### config.mk
export PLATFORM = sky130hd
export DESIGN_NAME = pipeline_hazard_ctrl
export DESIGN_NICKNAME = d
export VERILOG_FILES = /design/src/rtl/hazard_pkg.sv /design/src/rtl/forward_unit.sv /design/src/rtl/pipeline_hazard_ctrl.sv
export SDC_FILE = /design/constraint.sdc
export NUM_CORES = 1
export LEC_CHECK = 0
export BUFFER_PORTS_ARGS = -buffer_cell sky130_fd_sc_hd__buf_2
export CAP_MARGIN = 10
export CORE_MARGIN = 4
export CORE_UTILIZATION = 30
export CTS_CLUSTER_DIAMETER = 50
export DETAILED_ROUTE_END_ITERATION = 10
export PLACE_DENSITY = 0.61
export SLEW_MARGIN = 20
export SYNTH_ARGS = -nofsm -noshare
export SYNTH_HDL_FRONTEND = slang
export SYNTH_HIERARCHICAL = 1
export SYNTH_SLANG_ARGS = --single-unit
### constraint.sdc
create_clock -name clk -period 4 [get_ports clk]
set_clock_uncertainty 0.05 [all_clocks]
set_input_delay 0.2 -clock clk [delete_from_list [all_inputs] [get_ports clk]]
set_output_delay 0.2 -clock clk [all_outputs]
set_load 0.01 [all_outputs]
### src/rtl/hazard_pkg.sv
// Shared types and constants for the pipeline hazard sequencer.
package hazard_pkg;

    typedef enum logic [1:0] {
        RUN    = 2'b00,
        D_WAIT = 2'b01,
        I_WAIT = 2'b10
    } state_t;

    typedef enum logic [1:0] {
        FWD_RF  = 2'b00,
        FWD_WB  = 2'b01,
        FWD_MEM = 2'b10
    } fwd_sel_t;

    localparam logic [1:0] RESULT_SRC_LOAD = 2'b01;

endpackage

### src/rtl/forward_unit.sv
// EX operand bypass select for one source operand; MEM result beats WB, x0 is never bypassed.
module forward_unit
    import hazard_pkg::*;
#(
    parameter int REG_ADDR_WIDTH = 5
) (
    input  logic [REG_ADDR_WIDTH-1:0] rs_e_i,
    input  logic [REG_ADDR_WIDTH-1:0] rd_m_i,
    input  logic [REG_ADDR_WIDTH-1:0] rd_w_i,
    input  logic                      reg_write_m_i,
    input  logic                      reg_write_w_i,
    output fwd_sel_t                  fwd_sel_o
);

    always_comb begin
        if (reg_write_m_i && (rd_m_i != '0) && (rd_m_i == rs_e_i)) begin
            fwd_sel_o = FWD_MEM;
        end else if (reg_write_w_i && (rd_w_i != '0) && (rd_w_i == rs_e_i)) begin
            fwd_sel_o = FWD_WB;
        end else begin
            fwd_sel_o = FWD_RF;
        end
    end

endmodule

### src/rtl/pipeline_hazard_ctrl.sv
// Stall/flush/forward sequencer for the 5-stage cached core.
// Optional perf counters (stall_cycles, flush_count) are built when HAZ_PERF_CNT_EN is defined.
module pipeline_hazard_ctrl
    import hazard_pkg::*;
#(
    parameter int REG_ADDR_WIDTH = 5,
    parameter int CNT_WIDTH      = 32
) (
    input  logic                      clk,
    input  logic                      rst_n,
    input  logic [REG_ADDR_WIDTH-1:0] rs1_d,
    input  logic [REG_ADDR_WIDTH-1:0] rs2_d,
    input  logic [REG_ADDR_WIDTH-1:0] rs1_e,
    input  logic [REG_ADDR_WIDTH-1:0] rs2_e,
    input  logic [REG_ADDR_WIDTH-1:0] rd_e,
    input  logic [REG_ADDR_WIDTH-1:0] rd_m,
    input  logic [REG_ADDR_WIDTH-1:0] rd_w,
    input  logic                      RegWrite_e,
    input  logic                      RegWrite_m,
    input  logic                      RegWrite_w,
    input  logic [1:0]                ResultSrc_e,
    input  logic                      PCSrc_e,
    input  logic                      icache_miss_f,
    input  logic                      icache_ready,
    input  logic                      dcache_miss_m,
    input  logic                      dcache_ready,
    output logic                      en_pc,
    output logic                      en_fd,
    output logic                      en_de,
    output logic                      en_em,
    output logic                      en_mw,
    output logic                      flush_fd_n,
    output logic                      flush_de_n,
    output logic                      valid_m,
    output logic [1:0]                forward_a_e,
    output logic [1:0]                forward_b_e
`ifdef HAZ_PERF_CNT_EN
    ,
    output logic [CNT_WIDTH-1:0]      stall_cycles,
    output logic [CNT_WIDTH-1:0]      flush_count
`endif
);

    state_t   state_q, state_d;
    logic     redirect_pend_q, redirect_pend_d;
    logic     load_use;
    logic     redirect_c;
    logic     en_pc_c, en_fd_c, en_de_c, en_em_c, en_mw_c;
    logic     flush_fd_n_c, flush_de_n_c, valid_m_c;
    fwd_sel_t fwd_a, fwd_b;

    forward_unit #(.REG_ADDR_WIDTH(REG_ADDR_WIDTH)) u_fwd_a (
        .rs_e_i        (rs1_e),
        .rd_m_i        (rd_m),
        .rd_w_i        (rd_w),
        .reg_write_m_i (RegWrite_m),
        .reg_write_w_i (RegWrite_w),
        .fwd_sel_o     (fwd_a)
    );

    forward_unit #(.REG_ADDR_WIDTH(REG_ADDR_WIDTH)) u_fwd_b (
        .rs_e_i        (rs2_e),
        .rd_m_i        (rd_m),
        .rd_w_i        (rd_w),
        .reg_write_m_i (RegWrite_m),
        .reg_write_w_i (RegWrite_w),
        .fwd_sel_o     (fwd_b)
    );

    assign load_use = (ResultSrc_e == RESULT_SRC_LOAD) && RegWrite_e && (rd_e != '0) &&
                      ((rd_e == rs1_d) || (rd_e == rs2_d));

    always_comb begin
        // NOTE: every output of this block gets a default first so no path can infer a latch.
        state_d         = state_q;
        redirect_pend_d = redirect_pend_q;
        redirect_c      = 1'b0;
        en_pc_c         = 1'b1;
        en_fd_c         = 1'b1;
        en_de_c         = 1'b1;
        en_em_c         = 1'b1;
        en_mw_c         = 1'b1;
        flush_fd_n_c    = 1'b1;
        flush_de_n_c    = 1'b1;
        valid_m_c       = 1'b1;

        unique case (state_q)
            RUN: begin
                if (dcache_miss_m) begin
                    {en_pc_c, en_fd_c, en_de_c, en_em_c, en_mw_c} = '0;
                    valid_m_c = 1'b0;
                    state_d   = D_WAIT;
                end else begin
                    if (PCSrc_e) begin
                        flush_fd_n_c = 1'b0;
                        flush_de_n_c = 1'b0;
                        redirect_c   = 1'b1;
                    end else if (load_use) begin
                        en_pc_c      = 1'b0;
                        en_fd_c      = 1'b0;
                        flush_de_n_c = 1'b0;
                    end
                    if (icache_miss_f) begin
                        state_d = I_WAIT;
                        // A held load-use consumer in ID must not be bubbled away.
                        if (!load_use) flush_fd_n_c = 1'b0;
                        if (PCSrc_e) redirect_pend_d = 1'b1;
                        else         en_pc_c         = 1'b0;
                    end
                end
            end

            D_WAIT: begin
                if (dcache_ready) begin
                    state_d = RUN;
                    if (PCSrc_e) begin
                        flush_fd_n_c = 1'b0;
                        flush_de_n_c = 1'b0;
                        redirect_c   = 1'b1;
                    end else if (load_use) begin
                        en_pc_c      = 1'b0;
                        en_fd_c      = 1'b0;
                        flush_de_n_c = 1'b0;
                    end
                end else begin
                    {en_pc_c, en_fd_c, en_de_c, en_em_c, en_mw_c} = '0;
                    valid_m_c = 1'b0;
                end
            end

            I_WAIT: begin
                en_pc_c      = 1'b0;
                flush_fd_n_c = 1'b0;
                if (dcache_miss_m) begin
                    // Back end frozen in place; the fetch may still complete into IF/ID.
                    {en_de_c, en_em_c, en_mw_c} = '0;
                    valid_m_c = 1'b0;
                    if (icache_ready) begin
                        state_d         = D_WAIT;
                        redirect_pend_d = 1'b0;
                        if (!redirect_pend_q) begin
                            en_pc_c      = 1'b1;
                            flush_fd_n_c = 1'b1;
                        end
                    end
                end else begin
                    if (PCSrc_e) begin
                        en_pc_c         = 1'b1;
                        flush_de_n_c    = 1'b0;
                        redirect_pend_d = 1'b1;
                        redirect_c      = 1'b1;
                    end else if (load_use) begin
                        en_fd_c      = 1'b0;
                        flush_fd_n_c = 1'b1;
                        flush_de_n_c = 1'b0;
                    end
                    if (icache_ready) begin
                        state_d         = RUN;
                        redirect_pend_d = 1'b0;
                        if (redirect_pend_q || PCSrc_e) begin
                            en_fd_c      = 1'b1;
                            flush_fd_n_c = 1'b0;
                        end else if (!load_use) begin
                            // PC steps past the instruction now captured into IF/ID.
                            en_pc_c      = 1'b1;
                            en_fd_c      = 1'b1;
                            flush_fd_n_c = 1'b1;
                        end
                    end
                end
            end

            default: state_d = RUN;
        endcase
    end

    always_ff @(posedge clk or negedge rst_n) begin
        // NOTE: sequential state uses non-blocking assignments so all flops update together.
        if (!rst_n) begin
            state_q         <= RUN;
            redirect_pend_q <= 1'b0;
        end else begin
            state_q         <= state_d;
            redirect_pend_q <= redirect_pend_d;
        end
    end

    // Reset forces every control low without waiting for a clock edge.
    assign en_pc       = rst_n & en_pc_c;
    assign en_fd       = rst_n & en_fd_c;
    assign en_de       = rst_n & en_de_c;
    assign en_em       = rst_n & en_em_c;
    assign en_mw       = rst_n & en_mw_c;
    assign flush_fd_n  = rst_n & flush_fd_n_c;
    assign flush_de_n  = rst_n & flush_de_n_c;
    assign valid_m     = rst_n & valid_m_c;
    assign forward_a_e = rst_n ? 2'(fwd_a) : 2'(FWD_RF);
    assign forward_b_e = rst_n ? 2'(fwd_b) : 2'(FWD_RF);

`ifdef HAZ_PERF_CNT_EN
    logic [CNT_WIDTH-1:0] stall_cycles_q, flush_count_q;

    always_ff @(posedge clk or negedge rst_n) begin
        if (!rst_n) begin
            stall_cycles_q <= '0;
            flush_count_q  <= '0;
        end else begin
            if (!en_pc_c && (stall_cycles_q != '1)) stall_cycles_q <= stall_cycles_q + 1'b1;
            if (redirect_c && (flush_count_q != '1)) flush_count_q <= flush_count_q + 1'b1;
        end
    end

    assign stall_cycles = stall_cycles_q;
    assign flush_count  = flush_count_q;
`else
    logic unused_cnt_width;
    assign unused_cnt_width = (CNT_WIDTH == 0);
`endif

endmodule
Word level (Yosys, flattened, before mapping)
Index checks and enable logic that the tools add are counted.
{"block": "totals", "regBits": 3, "in_bits": 47, "word_cells": 100}
{"block": "classes", "eq_ne": 15, "muxes": 59, "bitwise": 5, "n_reduce_logical": 19}
{"op": "two-way mux 1 bit", "n": 42}
{"op": "equality test 5 bit", "n": 6}
{"op": "two-way mux 2 bit", "n": 10}
{"op": "nonzero test 5 bit", "n": 3}
{"op": "logical AND 1 bit", "n": 9}
{"op": "one-hot mux 1 bit (3 select lines)", "n": 3}
{"op": "inequality test 2 bit (second input constant)", "n": 4}
{"op": "inequality test 3 bit (second input constant)", "n": 2}
{"op": "one-hot mux 1 bit (2 select lines)", "n": 3}
{"op": "one-hot mux 2 bit (3 select lines)", "n": 1}
{"op": "bitwise AND 1 bit", "n": 5}
{"op": "equality test 2 x 1 -> 1 bit (second input constant)", "n": 2}
{"op": "AND reduction 4 bit", "n": 1}
{"op": "AND reduction 3 bit", "n": 1}
{"op": "equality test 2 bit (second input constant)", "n": 1}
{"op": "zero test 2 bit", "n": 1}
{"op": "logical OR 1 bit", "n": 2}
{"op": "nonzero test 2 bit", "n": 1}
{"op": "OR reduction 2 bit", "n": 1}

Depth between registers and ports, before layout
Gate-level depths: netlist of run 1.
{"block": "logic_depth", "depth_word": 12, "ltp_mapped": 5, "depth_no_buf": 5}

Modules after synthesis
The synthesis of run 1 kept the hierarchy.
{"module": "pipeline_hazard_ctrl", "n_inst": 1, "cells_each": 75, "area_each_um2": 540.5, "seq_area_each_um2": 75.1}
{"module": "forward_unit", "n_inst": 2, "cells_each": 20, "area_each_um2": 151.4, "seq_area_each_um2": 0.0}

Least setup slack after synthesis of run 1
OpenSTA, ideal clock, no wires.
{"block": "synth_timing", "kind": "input to output", "startpoint": "in rd_e[1]", "endpoint": "out en_pc", "t_arrival_ns": 1.511, "t_required_ns": 3.750, "path_slack_ns": 2.239, "stages": 4, "path_cell_list": "or4_1 o2111ai_2 a211oi_1 a2111oi_2"}
{"block": "synth_via", "elab_chain_len": 10, "elab_cells_between_ends": 18}
{"item": "start, declared", "line_no": "pipeline_hazard_ctrl.sv:15", "source": "input logic [REG_ADDR_WIDTH-1:0] rd_e,"}
{"item": "equality test 5 bit or nonzero test 5 bit (tied branches)", "line_no": "pipeline_hazard_ctrl.sv:71, pipeline_hazard_ctrl.sv:70"}
{"item": "logical OR 1 bit or logical AND 1 bit (tied branches)", "line_no": "pipeline_hazard_ctrl.sv:71, pipeline_hazard_ctrl.sv:70"}
{"item": "logical AND 1 bit (*)", "line_no": "pipeline_hazard_ctrl.sv:70", "source": "assign load_use = (ResultSrc_e == RESULT_SRC_LOAD) && RegWrite_e && (rd_e != '0) &&"}
{"item": "two-way mux 1 bit", "line_no": "pipeline_hazard_ctrl.sv:98, pipeline_hazard_ctrl.sv:120"}
{"item": "two-way mux 1 bit"}
{"item": "two-way mux 1 bit", "line_no": "pipeline_hazard_ctrl.sv:107", "source": "if (PCSrc_e) redirect_pend_d = 1'b1;"}
{"item": "two-way mux 1 bit", "line_no": "pipeline_hazard_ctrl.sv:103", "source": "if (icache_miss_f) begin"}
{"item": "two-way mux 1 bit", "line_no": "pipeline_hazard_ctrl.sv:89", "source": "if (dcache_miss_m) begin"}
{"item": "one-hot mux 1 bit (3 select lines) (*)", "line_no": "pipeline_hazard_ctrl.sv:87", "source": "unique case (state_q)"}
{"item": "bitwise AND 1 bit (*)", "line_no": "pipeline_hazard_ctrl.sv:189", "source": "assign en_pc = rst_n & en_pc_c;"}
{"item": "end, declared", "line_no": "pipeline_hazard_ctrl.sv:27", "source": "output logic en_pc,"}
Mark *: on every way between the ends. The rest lies on a longest branch, timed or not.

Worst setup path after layout of run 1
{"block": "layout_timing", "startpoint": "in rst_n", "endpoint": "out flush_fd_n"}
{"block": "layout_via", "elab_chain_len": 1}
{"item": "start, declared", "line_no": "pipeline_hazard_ctrl.sv:10", "source": "input logic rst_n,"}
{"item": "bitwise AND 1 bit", "line_no": "pipeline_hazard_ctrl.sv:194", "source": "assign flush_fd_n = rst_n & flush_fd_n_c;"}
{"item": "end, declared", "line_no": "pipeline_hazard_ctrl.sv:32", "source": "output logic flush_fd_n,"}
No other way between the ends.

==> results of run 1 <==
## through the flow
step | setup WS (ns) | total power [mW] | instance area [µm²] | instances | util
floorplan | 2.24 | 0.188 | 843 | 115 | -
global placement | 2.00 | 0.251 | 1140 | 198 | 0.444
detailed placement | 1.97 | 0.254 | 1140 | 198 | 0.444
finish | 1.97 | 0.309 | 1180 | 203 | 0.458
global route | 1.78 | 0.339 | 1180 | 203 | 0.458
CTS | 1.96 | 0.313 | 1180 | 203 | 0.458
## metal layers
metal	wire, µm	share of wire
met3	280	0.10
met2	1320	0.50
met4	0	0
met1	1070	0.40
met5	0	0
## final cells by class
class | instances | area [µm²] | area share
Clock buffer | 4 | 26.3 | 0.0223
Inverter | 7 | 26.3 | 0.0223
Multi-Input combinational cell | 100 | 711 | 0.604
Sequential cell | 3 | 75.1 | 0.0638
Tap cell | 30 | 37.5 | 0.0319
Timing Repair Buffer | 59 | 300 | 0.255
## power breakdown
part           internal, mW  leakage (nW)  switching [mW]  total (mW)
registers            0.0423        0.0360          0.0274      0.0697
clock network        0.0374        0.0150          0.0163      0.0538
logic                0.0881         0.464          0.0971       0.185
total                 0.168         0.515           0.141       0.309
## state kept, by name, indices dropped and copies added (netlist names)
register,count
state_q,2
redirect_pend_q,1
## how the worst max path moves through the flow
stage | start | to | slack, ns | cells after the start
finish | rst_n | flush_fd_n | 1.97 | 7
global route | rst_n | flush_fd_n | 1.78 | 7
CTS | rst_n | flush_fd_n | 1.96 | 7
detailed placement | rd_e[1] | en_pc | 1.97 | 6
global placement | rd_e[1] | en_pc | 2.00 | 6
floorplan | rd_e[1] | en_pc | 2.24 | 4
## synth_stat cells, types with 2 or more instances
cell type                  instances  share of area
sky130_fd_sc_hd__a211oi_2          2          0.030
sky130_fd_sc_hd__nand3_1           7          0.042
sky130_fd_sc_hd__a21oi_1           9          0.053
sky130_fd_sc_hd__buf_4             3          0.027
sky130_fd_sc_hd__a211oi_1          2          0.018
sky130_fd_sc_hd__xnor2_1          20           0.21
sky130_fd_sc_hd__dfrtp_1           3          0.089
sky130_fd_sc_hd__o21ai_0           5          0.030
sky130_fd_sc_hd__nor3_1            4          0.024
sky130_fd_sc_hd__o41ai_2           2          0.039
sky130_fd_sc_hd__o31ai_1           2          0.018
sky130_fd_sc_hd__nor3_2            2          0.024
sky130_fd_sc_hd__nand2_1           9          0.040
sky130_fd_sc_hd__xor2_1            6          0.062
sky130_fd_sc_hd__inv_1             7          0.031
sky130_fd_sc_hd__a31oi_1           2          0.015
sky130_fd_sc_hd__nor4_1            3          0.022
sky130_fd_sc_hd__nor2_1            5          0.022
sky130_fd_sc_hd__and2_1            4          0.030
## worst max-delay path: cells and delay by family
| kind | cells | cell delay, ns |
|---|---|---|
| AO/OA/AOI/OAI | 2 | 0.25 |
| buffers and inverters | 4 | 1.02 |
| AND/OR/NAND/NOR | 1 | 0.30 |
## cell families (layout without fill, tap and decap cells)
group	after synthesis	after routing	share of synthesized area
AOI/OAI and AO/OA	35	35	0.326
xor gates and xnor gates	26	26	0.270
buffers and inverters	12	70	0.0682
DFF	3	3	0.0890
and+or+nand+nor	39	39	0.246
## timing repair
| action | in CTS | in global routing |
|---|---|---|
| setup buffers | 0 | 0 |
| endpoints found under the hold margin | 3 | 0 |
| gates resized for setup | 0 | 0 |
| hold buffers | 1 | 0 |
==> results.sh, run 1 <==
export IMPL_worstSetupStartpointType="input port"
export IMPL_setup_viol=0
export IMPL_timing_slew_headroom=0.711
export IMPL_critical_path_endpoint_type="primary output"
export IMPL_globalRoute_busiestLayer="met2"
export IMPL_fp_dieArea_um2=3720
export IMPL_number_of_optimization_iterations_in_the_first_detailed_route_pass=4
export IMPL_clock_fmax_mhz=493
export IMPL_cp_data_required_time_ns=3.75
export IMPL_initial_utilization=0.328
export IMPL_syn2layout_area_growth_pct=39.5
export IMPL_htree_num_levels=1
export IMPL_yosys_most_used_dff="sky130_fd_sc_hd__dfrtp_1"
export IMPL_grt_use_met1=0.168
export IMPL_ys_async_sr_fraction=1.00
export IMPL_first_global_vias=999
export IMPL_synth_area_per_cell_um2=7.33
export IMPL_mappedNetlistNets=162
export IMPL_yosys_warnings=6
export IMPL_seq_area_frac_synth=0.0890
export IMPL_synthCells=115
export IMPL_drc_violation_total_after_the_first_tritonroute_iteration=50
export IMPL_finalHoldViolCount=0
export IMPL_routed_wl_mm=2.67
export IMPL_r2r_slack_ns=2.71
export IMPL_number_of_synthesized_flops_with_an_enable_pin=0
export IMPL_critical_path_cell_chain="dlygate4sd3_1 > buf_2 > inv_1 > nor4b_1 > a21oi_1 > o31ai_1 > buf_2"
export IMPL_worstMarginPinSlew_ns=0.423
export IMPL_slowest_delay_ns=0.52
export IMPL_fin_crit_sh=0.507
export IMPL_crit_top_cell="sky130_fd_sc_hd__buf_2"
export IMPL_cpMaxStageDelayCell="sky130_fd_sc_hd__dlygate4sd3_1"
export IMPL_antenna_found_initial=0
export IMPL_max_cap_violations=0
export IMPL_post_route_cells_drive_above_1_share=0.405
export IMPL_crit_fanout=12
export IMPL_min_from="icache_miss_f"
export IMPL_nets=221
export IMPL_holdPathStages=3
export IMPL_synth_seq_cells=3
export IMPL_timing_rr_start="state_q[1]"
export IMPL_final_common_cell="sky130_fd_sc_hd__buf_2"
export IMPL_groute_layer_met2_usage=0.264
export IMPL_boundaryPins=59
export IMPL_antennaDiodeCount=0
export IMPL_post_synth_num_cell_types=37
export IMPL_postRouteAntennaNets=0
export IMPL_use_met3=0.0377
export IMPL_floorplan_die_width_um=61.0
export IMPL_finalHoldWorstSlack_ns=0.230
export IMPL_clock_path_buffers=2
export IMPL_whs_endpoint="state_q[1]"
export IMPL_floorplan_die_height_um=61.0
export IMPL_grt_first_pass_wirelength_mm=4.12
export IMPL_wire_per_inst_um=13.2
export IMPL_cp_arrival_ns=1.78
export IMPL_fp_row_count=18
export IMPL_dp_hpwl_mm=2.32
export IMPL_final_max_slew_viol_count=0
export IMPL_rsz0062_at_grt="false"
export IMPL_avgViaCountPerCell=5.21
export IMPL_worst_hold_path_type="in2reg"
export IMPL_gp_routability_congestion=0.813
export IMPL_vdd_drop_max_uv=193
export IMPL_vias=1058
export IMPL_numPortBuffers=58
export IMPL_grtUsageTotal=0.144
export IMPL_nFillCells=269
export IMPL_status="completed"
export IMPL_setup_tns_ns=0
export IMPL_remaining_drc_errors=0
export IMPL_final_cell_mix="58 x sky130_fd_sc_hd__buf_2, 20 x sky130_fd_sc_hd__xnor2_1, 9 x sky130_fd_sc_hd__a21oi_1, 9 x sky130_fd_sc_hd__nand2_1"
export IMPL_synth_area_um2=843
export IMPL_grt_start_max_net_pins=16
export IMPL_powerDensity_nw_per_um2=262
export IMPL_numClockSinks=3
export IMPL_criticalPathCategory="in2out"
export IMPL_r2r_cells=3
export IMPL_timing_final_crit_period_ns=2.03
export IMPL_root_buffer_selected_by_cts="sky130_fd_sc_hd__clkbuf_4"
export IMPL_cellLeakagePower_nw=0.515
export IMPL_cts_tree="done"
export IMPL_fp_coreArea_um2=2570
export IMPL_crit_reg2reg_capture="redirect_pend_q"
export IMPL_global_route_total_overflow=0
export IMPL_clk_insertion_delay_late_ns=0.23
export IMPL_clk_transition_reported_paths_ns=0.04
export IMPL_cts_inserted_buffers=3
(Power assumes the default switching activity.)
==> inputs of run 2 (changes only) <==
PLACE_DENSITY = 0.63   (was 0.61)
clock period = 1.8 ns   (was 4 ns; I/O delays follow)
==> run 2 against run 1 <==
  * Die area unchanged
  * Sequential cell count unchanged
  * Sequential share of layout area fell by 0.062 points
  * Via count increased by 5.9%
  * Hold slack got worse by 0.11 ns
  * First-iteration DRC count rose by 88%
  * Combinational power rose to 2.6 times the previous value
  * Final cell count up 1.5%
  * Critical endpoint is now en_pc
  * Power rose by 130%
  * Non-clock buffer count increased by 3
  * Design area rose by 2.7%
==> results.sh, run 2 (synthesis gave the netlist of run 1 again) <==
export IMPL_grtUsageTotal=0.152
export IMPL_fp_coreArea_um2=2570
export IMPL_cp_data_required_time_ns=1.66
export IMPL_swShare=0.456
export IMPL_setup_tns_ns=0
export IMPL_antennaDiodeCount=0
export IMPL_floorplan_die_height_um=61.0
export IMPL_avgViaCountPerCell=5.44
export IMPL_top_routing_layer_in_use="met3"
export IMPL_top_register="state_q"
export IMPL_holdPathStages=3
export IMPL_grt_start_max_net_pins=15
export IMPL_share_comb_of_total_power=0.656
export IMPL_timing_final_crit_period_ns=1.70
export IMPL_final_common_cell="sky130_fd_sc_hd__buf_2"
export IMPL_powerDensity_nw_per_um2=599
export IMPL_clk_transition_reported_paths_ns=0.04
export IMPL_met2_wirelength_mm=1.34
export IMPL_vias=1120
export IMPL_worst_hold_path_type="in2reg"
export IMPL_cp_arrival_ns=1.56
export IMPL_boundaryPins=59
export IMPL_max_cap_violations=0
export IMPL_cellInternalPower_mw=0.393
export IMPL_numPortBuffers=58
export IMPL_vdd_drop_max_uv=488
export IMPL_final_area_um2=1210
export IMPL_routed_wl_mm=2.79
export IMPL_pwr_share_seq=0.172
export IMPL_post_cts_repair_setup_buffers=0
export IMPL_worstSetupStartpointType="input port"
export IMPL_dp_hpwl_mm=2.33
export IMPL_utilization=0.470
export IMPL_grt_first_pass_wirelength_mm=4.37
export IMPL_antenna_found_initial=0
export IMPL_floorplan_die_width_um=61.0
export IMPL_r2r_cells=3
export IMPL_final_cell_mix="58 x sky130_fd_sc_hd__buf_2, 20 x sky130_fd_sc_hd__xnor2_1, 9 x sky130_fd_sc_hd__a21oi_1, 9 x sky130_fd_sc_hd__nand2_1"
export IMPL_fin_crit_sh=0.946
export IMPL_criticalPathCategory="in2out"
export IMPL_numClockSinks=3
export IMPL_gp_routability_congestion=0.883
export IMPL_syn2layout_area_growth_pct=43.2
export IMPL_number_of_optimization_iterations_in_the_first_detailed_route_pass=6
export IMPL_finalHoldViolCount=0
export IMPL_worstMarginPinSlew_ns=0.368
export IMPL_nets=224
export IMPL_post_layout_total_power_mw=0.723
export IMPL_post_route_cells_drive_above_1_share=0.432
export IMPL_remaining_drc_errors=0
export IMPL_fp_dieArea_um2=3720
export IMPL_wire_length_on_met3_um=318
export IMPL_final_max_slew_viol_count=0
export IMPL_status="completed"
export IMPL_cellLeakagePower_nw=0.528
export IMPL_rsz0062_at_grt="false"
export IMPL_root_buffer_selected_by_cts="sky130_fd_sc_hd__clkbuf_4"
export IMPL_biggestRegsByFlops="state_q x2, redirect_pend_q x1"
export IMPL_clock_path_buffers=2
export IMPL_first_global_vias=1029
export IMPL_crit_fanout=3
export IMPL_critical_path_endpoint_type="primary output"
export IMPL_switching_power_mw=0.330
export IMPL_drc_violation_total_after_the_first_tritonroute_iteration=94
export IMPL_cts_inserted_buffers=3
export IMPL_cts_tree="done"
export IMPL_postRouteAntennaNets=0
export IMPL_largest_reg_flops=2
export IMPL_wl_met1_mm=1.13
export IMPL_clk_insertion_delay_late_ns=0.24
export IMPL_clock_fmax_mhz=588
export IMPL_htree_num_levels=1
export IMPL_power_clock_fraction=0.172
export IMPL_initial_utilization=0.328
export IMPL_placement_cell_area_um2=1160
export IMPL_setup_viol=0
export IMPL_global_route_total_overflow=0
export IMPL_timing_slew_headroom=0.748
export IMPL_fp_row_count=18
export IMPL_wire_per_inst_um=13.5
[run 2: changes by cell type in the layout (fill, tap and decap cells not counted)]
| cell | before | now |
|---|---|---|
| sky130_fd_sc_hd__buf_4 | 0 | 3 |
| sky130_fd_sc_hd__nor2_2 | 0 | 1 |
| sky130_fd_sc_hd__dfrtp_1 | 3 | 2 |
| sky130_fd_sc_hd__a211oi_1 | 2 | 1 |
| sky130_fd_sc_hd__nor2_1 | 5 | 4 |
| sky130_fd_sc_hd__dfrtp_2 | 0 | 1 |
| sky130_fd_sc_hd__a211oi_2 | 2 | 3 |
[run 2: timing repair]
action,in CTS,in global routing
endpoints found under the setup margin,0,2
hold buffers,1,0
hold endpoints to repair,3,0
gates resized for setup,0,3
[run 2: power groups by stage]
stage	Sequential [mW]	Clock, mW	Combinational [mW]
floorplan	0.114	0	0.304
detailed placement	0.120	0	0.465
global route	0.129	0.134	0.528
finish	0.124	0.124	0.475
CTS	0.119	0.130	0.469
global placement	0.121	0	0.462
[run 2: area by class of cell]
| cell class | instances | area (µm²) |
|---|---|---|
| fill | 282 | 1360 |
| multi-input combinational | 100 | 718 |
| timing repair buffer | 62 | 323 |
| sequential | 3 | 76.3 |
| tap | 30 | 37.5 |
| clock buffer | 4 | 26.3 |
| inverter | 7 | 26.3 |
[run 2: path summary, 6_finish.rpt]
kind	slack [ns]	start	end
min reg2reg	0.49	redirect_pend_q	redirect_pend_q
max	0.1	rd_e[1]	en_pc
min in group asynchronous	0.26	rst_n	redirect_pend_q
max reg2reg	0.62	state_q[1]	redirect_pend_q
min	0.12	icache_miss_f	state_q[1]
max in group asynchronous	1.29	rst_n	state_q[1]
[run 2: metrics by stage]
stage	hold WS [ns]	setup slack, ns	cells
6_report	0.119	0.0980	206
5_1_grt	0.123	0.000100	206
4_1_cts	0.109	0.0410	206
3_5_place_dp	-0.0359	0.0500	201
3_3_place_gp	-0.0385	0.0786	201
2_1_floorplan	-0.256	0.259	115
[run 2: layer usage]
layer | vias to the layer above | track usage
li1 | 545 | -
met1 | 509 | 0.186
met2 | 66 | 0.276
met3 | 0 | 0.0273
met4 | 0 | 0.0279
met5 | - | 0
[run 2: critical path, stage by stage]
cell and delay [ns]:
sky130_fd_sc_hd__buf_2 0.12, sky130_fd_sc_hd__or4_1 0.55, sky130_fd_sc_hd__o2111ai_2 0.25, sky130_fd_sc_hd__a211oi_2 0.07, sky130_fd_sc_hd__a2111oi_2 0.29, sky130_fd_sc_hd__buf_2 0.19
==> inputs of run 3 (changes only) <==
CAP_MARGIN = not set   (was 10)
CORE_UTILIZATION = 36   (was 30)
PLACE_DENSITY = 0.75   (was 0.63)
SYNTH_HIERARCHICAL = not set   (was 1)
==> run 3 against run 2 <==
  * First-iteration DRC count shrank 74%
  * Hold slack lost 0.054 ns
  * Sequential cell count is the same
  * Largest power group unchanged
==> results.sh, run 3 <==
export IMPL_synth_area_top_cells="sky130_fd_sc_hd__xnor2_1 22%, sky130_fd_sc_hd__xor2_1 11%, sky130_fd_sc_hd__dfrtp_1 9.3%"
export IMPL_postLayoutSetupSlackWorst_ns=0.0373
export IMPL_final_common_cell="sky130_fd_sc_hd__buf_2"
export IMPL_top_register="state_q"
export IMPL_postRouteAntennaNets=0
export IMPL_finalHoldViolCount=0
export IMPL_grtUsageTotal=0.172
export IMPL_synthCells=112
export IMPL_timing_slew_headroom=0.698
export IMPL_yosys_warnings=0
export IMPL_antenna_found_initial=0
export IMPL_crit_fanout=6
export IMPL_syn2layout_area_growth_pct=45.5
export IMPL_clk_insertion_delay_late_ns=0.24
export IMPL_fin_crit_sh=0.979
export IMPL_largest_reg_flops=2
export IMPL_clock_fmax_mhz=567
export IMPL_vdd_drop_max_uv=328
export IMPL_synth_common_cells="20 x sky130_fd_sc_hd__xnor2_1, 10 x sky130_fd_sc_hd__nand2_1, 10 x sky130_fd_sc_hd__xor2_1"
export IMPL_floorplan_die_width_um=55.2
export IMPL_numClockSinks=3
export IMPL_final_max_slew_viol_count=0
export IMPL_synth_area_um2=803
export IMPL_cts_tree="done"
export IMPL_antennaDiodeCount=0
export IMPL_fp_coreArea_um2=2040
export IMPL_cp_data_required_time_ns=1.66
export IMPL_detailedPlace_worstSlack_ns=0.296
export IMPL_ys_async_sr_fraction=1.00
export IMPL_nFillCells=208
export IMPL_root_buffer_selected_by_cts="sky130_fd_sc_hd__clkbuf_4"
export IMPL_first_global_vias=1048
export IMPL_gp_routability_congestion=0.877
export IMPL_setup_viol=0
export IMPL_drc_violation_total_after_the_first_tritonroute_iteration=24
export IMPL_routed_wl_mm=2.60
export IMPL_global_route_total_overflow=0
export IMPL_numPortBuffers=58
export IMPL_biggestRegsByFlops="state_q x2, redirect_pend_q x1"
export IMPL_avgViaCountPerCell=5.17
export IMPL_yosys_most_used_dff="sky130_fd_sc_hd__dfrtp_1"
export IMPL_multiInputGateArea_um2=704
export IMPL_post_synth_num_cell_types=34
export IMPL_post_route_cells_drive_above_1_share=0.427
export IMPL_cpMaxStageDelayCell="sky130_fd_sc_hd__dfrtp_2"
export IMPL_synth_top_cell_area_share=0.218
export IMPL_status="completed"
export IMPL_grt_start_max_net_pins=13
export IMPL_fp_dieArea_um2=3050
export IMPL_cts_inserted_buffers=3
export IMPL_initial_utilization=0.393
export IMPL_worst_hold_path_type="in2reg"
export IMPL_max_cap_violations=0
export IMPL_worstMarginPinSlew_ns=0.449
export IMPL_number_of_synthesized_flops_with_an_enable_pin=0
export IMPL_placement_cell_area_um2=1090
export IMPL_number_of_optimization_iterations_in_the_first_detailed_route_pass=4
export IMPL_boundaryPins=59
export IMPL_critical_path_endpoint_type="primary output"
export IMPL_wire_per_inst_um=13.2
export IMPL_remaining_drc_errors=0
export IMPL_final_area_um2=1170
export IMPL_timing_final_crit_period_ns=1.76
export IMPL_criticalPathCategory="reg2out"
export IMPL_fp_row_count=16
export IMPL_sequential_cell_area_um2=77.6
export IMPL_cellLeakagePower_nw=0.523
export IMPL_final_cell_mix="58 x sky130_fd_sc_hd__buf_2, 20 x sky130_fd_sc_hd__xnor2_1, 10 x sky130_fd_sc_hd__xor2_1, 10 x sky130_fd_sc_hd__nand2_1"
export IMPL_vias=1024
export IMPL_critical_path_cell_chain="or3b_4 > o2111ai_4 > o22ai_2 > a31o_1 > buf_2"
export IMPL_dp_hpwl_mm=2.19
export IMPL_clk_transition_reported_paths_ns=0.03
export IMPL_cp_arrival_ns=1.62
export IMPL_clock_path_buffers=2
export IMPL_worstSetupStartpointType="register"
export IMPL_grt_first_pass_wirelength_mm=4.42
export IMPL_seq_area_frac_synth=0.0935
export IMPL_floorplan_die_height_um=55.2
export IMPL_powerDensity_nw_per_um2=516
export IMPL_post_synth_top_area_cell="sky130_fd_sc_hd__xnor2_1"
export IMPL_synth_seq_cells=3
export IMPL_synth_area_per_cell_um2=7.17
export IMPL_slowest_delay_ns=0.43
export IMPL_nets=219
export IMPL_mappedNetlistNets=159
export IMPL_htree_num_levels=1
export IMPL_synth_most_common_cell="sky130_fd_sc_hd__xnor2_1"
run 3: cell type report:
class                   count  share of cell area
clock buffers               4              0.0225
well taps                  27              0.0289
inverters                   3             0.00964
flip-flops and latches      3              0.0664
multi-input cells         100               0.603
repair buffers             61               0.270
run 3: worst paths after layout:
| kind | from | end | slack (ns) | cells past startpoint |
|---|---|---|---|---|
| min in group asynchronous | rst_n | state_q[1] | 0.20 | 2 |
| hold / removal | icache_ready | redirect_pend_q | 0.06 | 2 |
| hold reg to reg | state_q[0] | state_q[1] | 0.44 | 1 |
| setup reg to reg | state_q[1] | state_q[0] | 0.69 | 3 |
| setup / recovery | state_q[0] | flush_fd_n | 0.04 | 5 |
| max in group asynchronous | rst_n | state_q[0] | 1.29 | 2 |
run 3: repair_timing:
action	CTS	global route
hold buffers	1	0
hold endpoints to repair	3	0
endpoints found under the setup margin	0	2
resized for setup	0	8
setup buffers	0	1
run 3: layer usage:
layer / wire [µm] / vias up / track usage / part of all wire
met5: 0 / - / 0 / 0
met4: 0 / 0 / 0.0313 / 0
met3: 194 / 0 / 0.0629 / 0.075
met2: 1440 / 47 / 0.313 / 0.55
met1: 973 / 459 / 0.192 / 0.37
li1: - / 518 / - / -
run 3: logic make-up (layout without fill, tap and decap cells):
kind of cell	Yosys count	in the layout	synth area share
simple gates	45	45	0.298
xor+xnor	30	30	0.327
compound gates	25	25	0.213
buf+inv	9	68	0.0685
flops	3	3	0.0935
run 3: power by group:
group,switching [mW],internal [mW],leakage (nW)
registers,0.0292,0.0892,0.0340
logic,0.190,0.173,0.474
clock network,0.0380,0.0832,0.0150
total,0.258,0.346,0.523
run 3: through the flow:
stage / power [mW] / cells / setup TNS, ns / hold slack (ns) / utilization
2_1_floorplan: 0.324 / 112 / 0 / -0.256 / -
3_3_place_gp: 0.445 / 192 / 0 / -0.102 / 0.534
3_5_place_dp: 0.453 / 192 / 0 / -0.102 / 0.534
4_1_cts: 0.579 / 197 / 0 / 0.0479 / 0.552
5_1_grt: 0.662 / 198 / -0.0355 / 0.0683 / 0.572
6_report: 0.604 / 198 / 0 / 0.0650 / 0.572
run 3: critical path: cells and delay by family (launching register included):
kind,cells,cell delay (ns)
buffers and inverters,1,0.13
DFF,1,0.43
and+or+nand+nor,1,0.43
AOI/OAI and AO/OA,3,0.40
